### src/rtl/rv_pkg.sv
// Shared RISC-V softcore definitions: load/store opcodes, memory funct3 codes
// and the load/store unit state encoding.
package rv_pkg;

  localparam logic [6:0] OPC_LOAD  = 7'b0000011;
  localparam logic [6:0] OPC_STORE = 7'b0100011;

  localparam logic [2:0] F3_B  = 3'b000;
  localparam logic [2:0] F3_H  = 3'b001;
  localparam logic [2:0] F3_W  = 3'b010;
  localparam logic [2:0] F3_BU = 3'b100;
  localparam logic [2:0] F3_HU = 3'b101;

  typedef enum logic [1:0] {
    LSU_IDLE = 2'd0,
    LSU_BUS  = 2'd1,
    LSU_DONE = 2'd2
  } lsu_state_e;

endpackage

### src/rtl/lsu_lane_align.sv
// Byte-lane logic for the load/store unit: store byte enables, lane-replicated
// write data and legality on the request side; lane select and extension on the load side.
module lsu_lane_align
  import rv_pkg::*;
(
  input  logic [2:0]  st_funct3,
  input  logic [1:0]  st_addr,
  input  logic        st_write,
  input  logic [31:0] st_data,
  output logic [3:0]  st_be,
  output logic [31:0] st_wdata,
  output logic        st_illegal,
  input  logic [2:0]  ld_funct3,
  input  logic [1:0]  ld_addr,
  input  logic [31:0] ld_rdata,
  output logic [31:0] ld_result
);

  logic [31:0] ld_shifted;

  always_comb begin
    st_be      = 4'b0000;
    st_wdata   = st_data;
    st_illegal = 1'b0;
    case (st_funct3)
      F3_B, F3_BU: begin
        st_be    = 4'b0001 << st_addr;
        st_wdata = {4{st_data[7:0]}};
      end
      F3_H, F3_HU: begin
        st_be      = st_addr[1] ? 4'b1100 : 4'b0011;
        st_wdata   = {2{st_data[15:0]}};
        st_illegal = st_addr[0];
      end
      F3_W: begin
        st_be      = 4'b1111;
        st_illegal = (st_addr != 2'b00);
      end
      default: st_illegal = 1'b1;
    endcase
    // Unsigned variants only exist for loads.
    if (st_write && st_funct3[2]) st_illegal = 1'b1;
  end

  // Shifting the addressed lane down to bit 0 serves both byte and half accesses.
  always_comb begin
    ld_shifted = ld_rdata >> {ld_addr, 3'b000};
    case (ld_funct3)
      F3_B:    ld_result = {{24{ld_shifted[7]}}, ld_shifted[7:0]};
      F3_BU:   ld_result = {24'h000000, ld_shifted[7:0]};
      F3_H:    ld_result = {{16{ld_shifted[15]}}, ld_shifted[15:0]};
      F3_HU:   ld_result = {16'h0000, ld_shifted[15:0]};
      default: ld_result = ld_rdata;
    endcase
  end

endmodule

### src/rtl/lsu_controller.sv
// Multi-cycle load/store sequencer driving a req/ack data bus.
// Optional bus timeout enabled by defining LSU_TIMEOUT_EN.
module lsu_controller
  import rv_pkg::*;
#(
  parameter int TIMEOUT_CYCLES = 255
) (
  input  logic        clk_i,
  input  logic        rst_i,
  input  logic        start_i,
  input  logic        mem_write_i,
  input  logic [2:0]  funct3_i,
  input  logic [31:0] addr_i,
  input  logic [31:0] store_data_i,
  output logic        stall_o,
  output logic        done_o,
  output logic [31:0] load_data_o,
  output logic        fault_o,
  output logic        bus_error_o,
  output logic        bus_req_o,
  output logic        bus_we_o,
  output logic [31:0] bus_addr_o,
  output logic [3:0]  bus_be_o,
  output logic [31:0] bus_wdata_o,
  input  logic        bus_ack_i,
  input  logic [31:0] bus_rdata_i
);

  lsu_state_e  state, state_next;
  logic        we_q;
  logic [2:0]  f3_q;
  logic [1:0]  alo_q;
  logic [31:0] addr_q;
  logic [3:0]  be_q;
  logic [31:0] wdata_q;
  logic        fault_q;
  logic        err_q;
  logic [31:0] load_q;
  logic [3:0]  be_c;
  logic [31:0] wdata_c;
  logic [31:0] load_c;
  logic        illegal_c;
  logic        timeout;

  lsu_lane_align u_align (
    .st_funct3  (funct3_i),
    .st_addr    (addr_i[1:0]),
    .st_write   (mem_write_i),
    .st_data    (store_data_i),
    .st_be      (be_c),
    .st_wdata   (wdata_c),
    .st_illegal (illegal_c),
    .ld_funct3  (f3_q),
    .ld_addr    (alo_q),
    .ld_rdata   (bus_rdata_i),
    .ld_result  (load_c)
  );

`ifdef LSU_TIMEOUT_EN
  localparam int CntW = ($clog2(TIMEOUT_CYCLES + 1) > 8) ? $clog2(TIMEOUT_CYCLES + 1) : 8;
  logic [CntW-1:0] cnt;

  always_ff @(posedge clk_i) begin
    if (rst_i || (state != LSU_BUS)) cnt <= '0;
    else if (!bus_ack_i) cnt <= cnt + CntW'(1);
  end

  // Fires in the last allowed BUS cycle, so req is high for exactly TIMEOUT_CYCLES cycles.
  assign timeout = (state == LSU_BUS) && !bus_ack_i && (cnt == CntW'(TIMEOUT_CYCLES - 1));
`else
  // TIMEOUT_CYCLES is never negative, so this is a constant 0.
  assign timeout = (TIMEOUT_CYCLES < 0);
`endif

  always_comb begin
    state_next = state;
    case (state)
      LSU_IDLE: if (start_i) state_next = illegal_c ? LSU_DONE : LSU_BUS;
      LSU_BUS:  if (bus_ack_i || timeout) state_next = LSU_DONE;
      LSU_DONE: state_next = LSU_IDLE;
      default:  state_next = LSU_IDLE;
    endcase
  end

  always_ff @(posedge clk_i) begin
    if (rst_i) begin
      state   <= LSU_IDLE;
      we_q    <= 1'b0;
      f3_q    <= 3'b000;
      alo_q   <= 2'b00;
      addr_q  <= '0;
      be_q    <= 4'b0000;
      wdata_q <= '0;
      fault_q <= 1'b0;
      err_q   <= 1'b0;
      load_q  <= '0;
    end else begin
      state <= state_next;
      if ((state == LSU_IDLE) && start_i) begin
        fault_q <= illegal_c;
        err_q   <= 1'b0;
        if (!illegal_c) begin
          we_q    <= mem_write_i;
          f3_q    <= funct3_i;
          alo_q   <= addr_i[1:0];
          addr_q  <= {addr_i[31:2], 2'b00};
          be_q    <= be_c;
          wdata_q <= wdata_c;
        end
      end
      if (state == LSU_BUS) begin
        if (bus_ack_i) begin
          if (!we_q) load_q <= load_c;
        end else if (timeout) begin
          err_q <= 1'b1;
        end
      end
    end
  end

  assign stall_o     = ((state == LSU_IDLE) && start_i) || (state == LSU_BUS);
  assign done_o      = (state == LSU_DONE);
  assign fault_o     = (state == LSU_DONE) && fault_q;
  assign bus_error_o = (state == LSU_DONE) && err_q;
  assign bus_req_o   = (state == LSU_BUS);
  assign bus_we_o    = (state == LSU_BUS) && we_q;
  assign bus_addr_o  = addr_q;
  assign bus_be_o    = be_q;
  assign bus_wdata_o = wdata_q;
  assign load_data_o = load_q;

endmodule

### config.mk
export PLATFORM = sky130hd
export DESIGN_NAME = lsu_controller
export DESIGN_NICKNAME = d
export VERILOG_FILES = /design/src/rtl/rv_pkg.sv /design/src/rtl/lsu_lane_align.sv /design/src/rtl/lsu_controller.sv
export SDC_FILE = /design/constraint.sdc
export NUM_CORES = 1
export LEC_CHECK = 0
export BUFFER_PORTS_ARGS = -buffer_cell sky130_fd_sc_hd__buf_2
export CAP_MARGIN = 0
export CORE_MARGIN = 2
export CORE_UTILIZATION = 35
export DETAILED_ROUTE_END_ITERATION = 8
export MAX_ROUTING_LAYER = met4
export PLACE_DENSITY_LB_ADDON = 0.2
export SYNTH_ARGS = -nofsm -noshare
export SYNTH_HDL_FRONTEND = slang
export SYNTH_HIERARCHICAL = 1
export SYNTH_SLANG_ARGS = --single-unit
### constraint.sdc
create_clock -name clk_i -period 3.7 [get_ports clk_i]
set_clock_uncertainty 0.05 [all_clocks]
set_input_delay 0.37 -clock clk_i [delete_from_list [all_inputs] [get_ports clk_i]]
set_output_delay 0.37 -clock clk_i [all_outputs]
set_load 0.005 [all_outputs]
==> reports/qor.txt <==
Int Pwr - 1.91 mW
synthesized area - 6140 sq um
post-route setup slack - 1330 ps
initial drt markers - 297
number of max-cap violations - 0
final period utilization - 64.1%
worst min path class - input port to flop
CP Max Fanout - 21
RR Startpoint - alo_q[0]
layout cell share with drive strength beyond 1 - 30.8%
CTS tree - built
diode count - 0
CP Class - flop to flop
Layout fillers - 1736
Comb power frac - 17.3%
Slew Limit Fails - 0
largest net degree at the start of global routing - 94
CTS sink cnt - 107
setup slack at placement - 1210 ps
sequential fraction of the synthesis area - 34.9%
Primary FF master, synth - dfxtp_1
effective utilization at floorplan - 35.6%
GPL Wtd Cong - 0.837
clock share of power - 36.2%
IO Pins - 210
area delta synth->final - 20.4%
total global-route track usage - 17.1%
antenna violations before repair - 0
Critical Path AT - 2540 ps
number of vias per cell - 4.64
post-synth cell types - 37
crit start category - flop
PortBufs - 206
slowest cell on the critical path - dfxtp_1
Core Region - 17200 sq um
Worst Max-Slew Pin Slew - 795 ps
DR WL/cell - 14.8 um
Reg clk slew, reported paths - 70 ps
Ys Warns - 6
Post-DRT Antenna Nets - 0
Post-synth ARST share - 0%
#FFs+latches synth - 107
CP required - 3860 ps
Residual DRC - 0
Max clock buf depth - 2
Switching Fraction - 27.5%
CTS buffer count - 9
H-tree lvl count - 3
DR pass1 iterations - 5
CP max stage delay - 780 ps
setup TNS - 0 ps
number of setup violations in the final report - 0
register share of total power - 46.6%
Cell Chain, Critical Path - mux4_2 -> a221oi_4 -> o21ai_0 -> nand2b_1 -> mux2i_1
syn_area_per_cell - 9.40 sq um
final WL - 15500 um
Leakage - 3.17 nW
Clock Latency Late Sink - 350 ps
Nets - 924
Net Switching - 0.725 mW
CP endpoint kind - flop
GRT overflow - 0
full die area - 18600 sq um
min Tclk post-route - 2370 ps
power density over cell area - 356 nW/um^2
Post-Syn Instances - 653
Hold Crit Start - addr_i[14]
normalized max-slew margin - 47.0%
Cell Rows - 48
Fin. Hold Viols - 0
status - finished clean
first-pass GRT wire length - 24300 um
RSZ-0062 raised after global routing - no
vias in the first global route - 4648
fmax - 422 MHz
post-CTS setup buffers - 0
# resized after CTS - 0
HPWL Detailed - 11200 um
Crit. Startpoint - alo_q[0]
post-cts hold buffer count - 0
Die Y - 136 um
CTS Root Cell - clkbuf_16
EDFF count, synth - 0
vias after detailed routing - 4874
VDD IR-drop max - 214 uV
Die Width - 136 um
[Yosys cell counts (3+ instances only)]
| master | n | area share [%] |
|---|---|---|
| nand2b_1 | 211 | 22 |
| buf_4 | 11 | 1.3 |
| a22o_1 | 6 | 0.86 |
| o2bb2ai_1 | 6 | 0.86 |
| nor2_1 | 6 | 0.37 |
| mux2i_1 | 120 | 20 |
| buf_6 | 7 | 1.3 |
| nor2b_1 | 4 | 0.41 |
| mux2_2 | 17 | 3.1 |
| o211a_1 | 7 | 1.1 |
| nand2_1 | 38 | 2.3 |
| dfxtp_1 | 107 | 35 |
| inv_1 | 3 | 0.18 |
| o31ai_1 | 9 | 1.1 |
| o21ai_1 | 10 | 0.82 |
| buf_12 | 7 | 2.3 |
| clkbuf_1 | 36 | 2.2 |
| nand3b_1 | 8 | 0.98 |
| o21ai_0 | 17 | 1.4 |
[cell usage in the layout, fill, tap and decap left out, drive strengths merged, types with 8 or more instances in the layout]
master	n
buf	216
clkbuf	10
dfxtp	107
mux2	17
mux2i	120
nand2	38
nand2b	211
nand3b	8
o21ai	27
o31ai	9
[layout make-up]
type | instances | area [sq um] | area share (%)
Multi-Input combinational cell | 482 | 3560 | 48.1
Sequential cell | 107 | 2140 | 29.0
Timing Repair Buffer | 216 | 1110 | 15.0
Tap cell | 225 | 282 | 3.81
Clock buffer | 10 | 239 | 3.23
Clock inverter | 6 | 50.0 | 0.677
Inverter | 4 | 15.0 | 0.203
[final timing paths]
path / end / slack (ps) / depth (start not counted)
worst max-delay path: load_data_o[30] / 1330 / 5
worst min register to register: bus_be_o[2] / 420 / 2
worst max register to register: load_data_o[30] / 1330 / 5
worst min-delay path: bus_addr_o[14] / 220 / 3
[layer usage]
metal,global-route usage (%),vias up,part of all wire (%)
li1,-,2501,-
met1,23.3,2215,49
met4,4.86,0,1.1
met3,2.98,12,5.6
met5,-,-,0
met2,25.8,146,44
[sequential cells by signal, indices dropped and copies added, names as in the netlist]
signal	cells
fault_q	1
bus_addr_o	30
alo_q	2
load_data_o	32
f3_q	3
bus_be_o	4
state	2
bus_wdata_o	32
we_q	1
[power groups by stage]
stage	clock (mW)	sequential, mW	combinational (mW)
2_1_floorplan	0	1.25	0.320
3_3_place_gp	0	1.25	0.461
3_5_place_dp	0	1.25	0.460
4_1_cts	0.989	1.23	0.462
5_1_grt	1.02	1.23	0.505
6_report	0.953	1.23	0.455
[critical path, delay by kind of cell (launching register included)]
kind / cells / cell delay (ps)
flops: 1 / 780
compound gates: 2 / 750
simple gates: 1 / 110
mux: 2 / 550
[metrics by stage]
step	hold slack [ps]	power [mW]	instances	instance area, sq um	utilization (%)
6_report	222	2.63	1050	7390	42.9
2_1_floorplan	394	1.57	655	6140	-
4_1_cts	207	2.68	1050	7390	42.9
3_3_place_gp	406	1.72	1034	7100	41.2
3_5_place_dp	407	1.71	1034	7100	41.2
5_1_grt	227	2.76	1050	7390	42.9
[kinds of logic after synthesis]
group	synth area share, %
AO/OA/AOI/OAI	7.71
buffers and inverters	7.42
flip-flops	34.9
multiplexers	23.1
other	0.0611
AND/OR/NAND/NOR	26.8
Note: power is estimated with default switching activity, not from simulation.
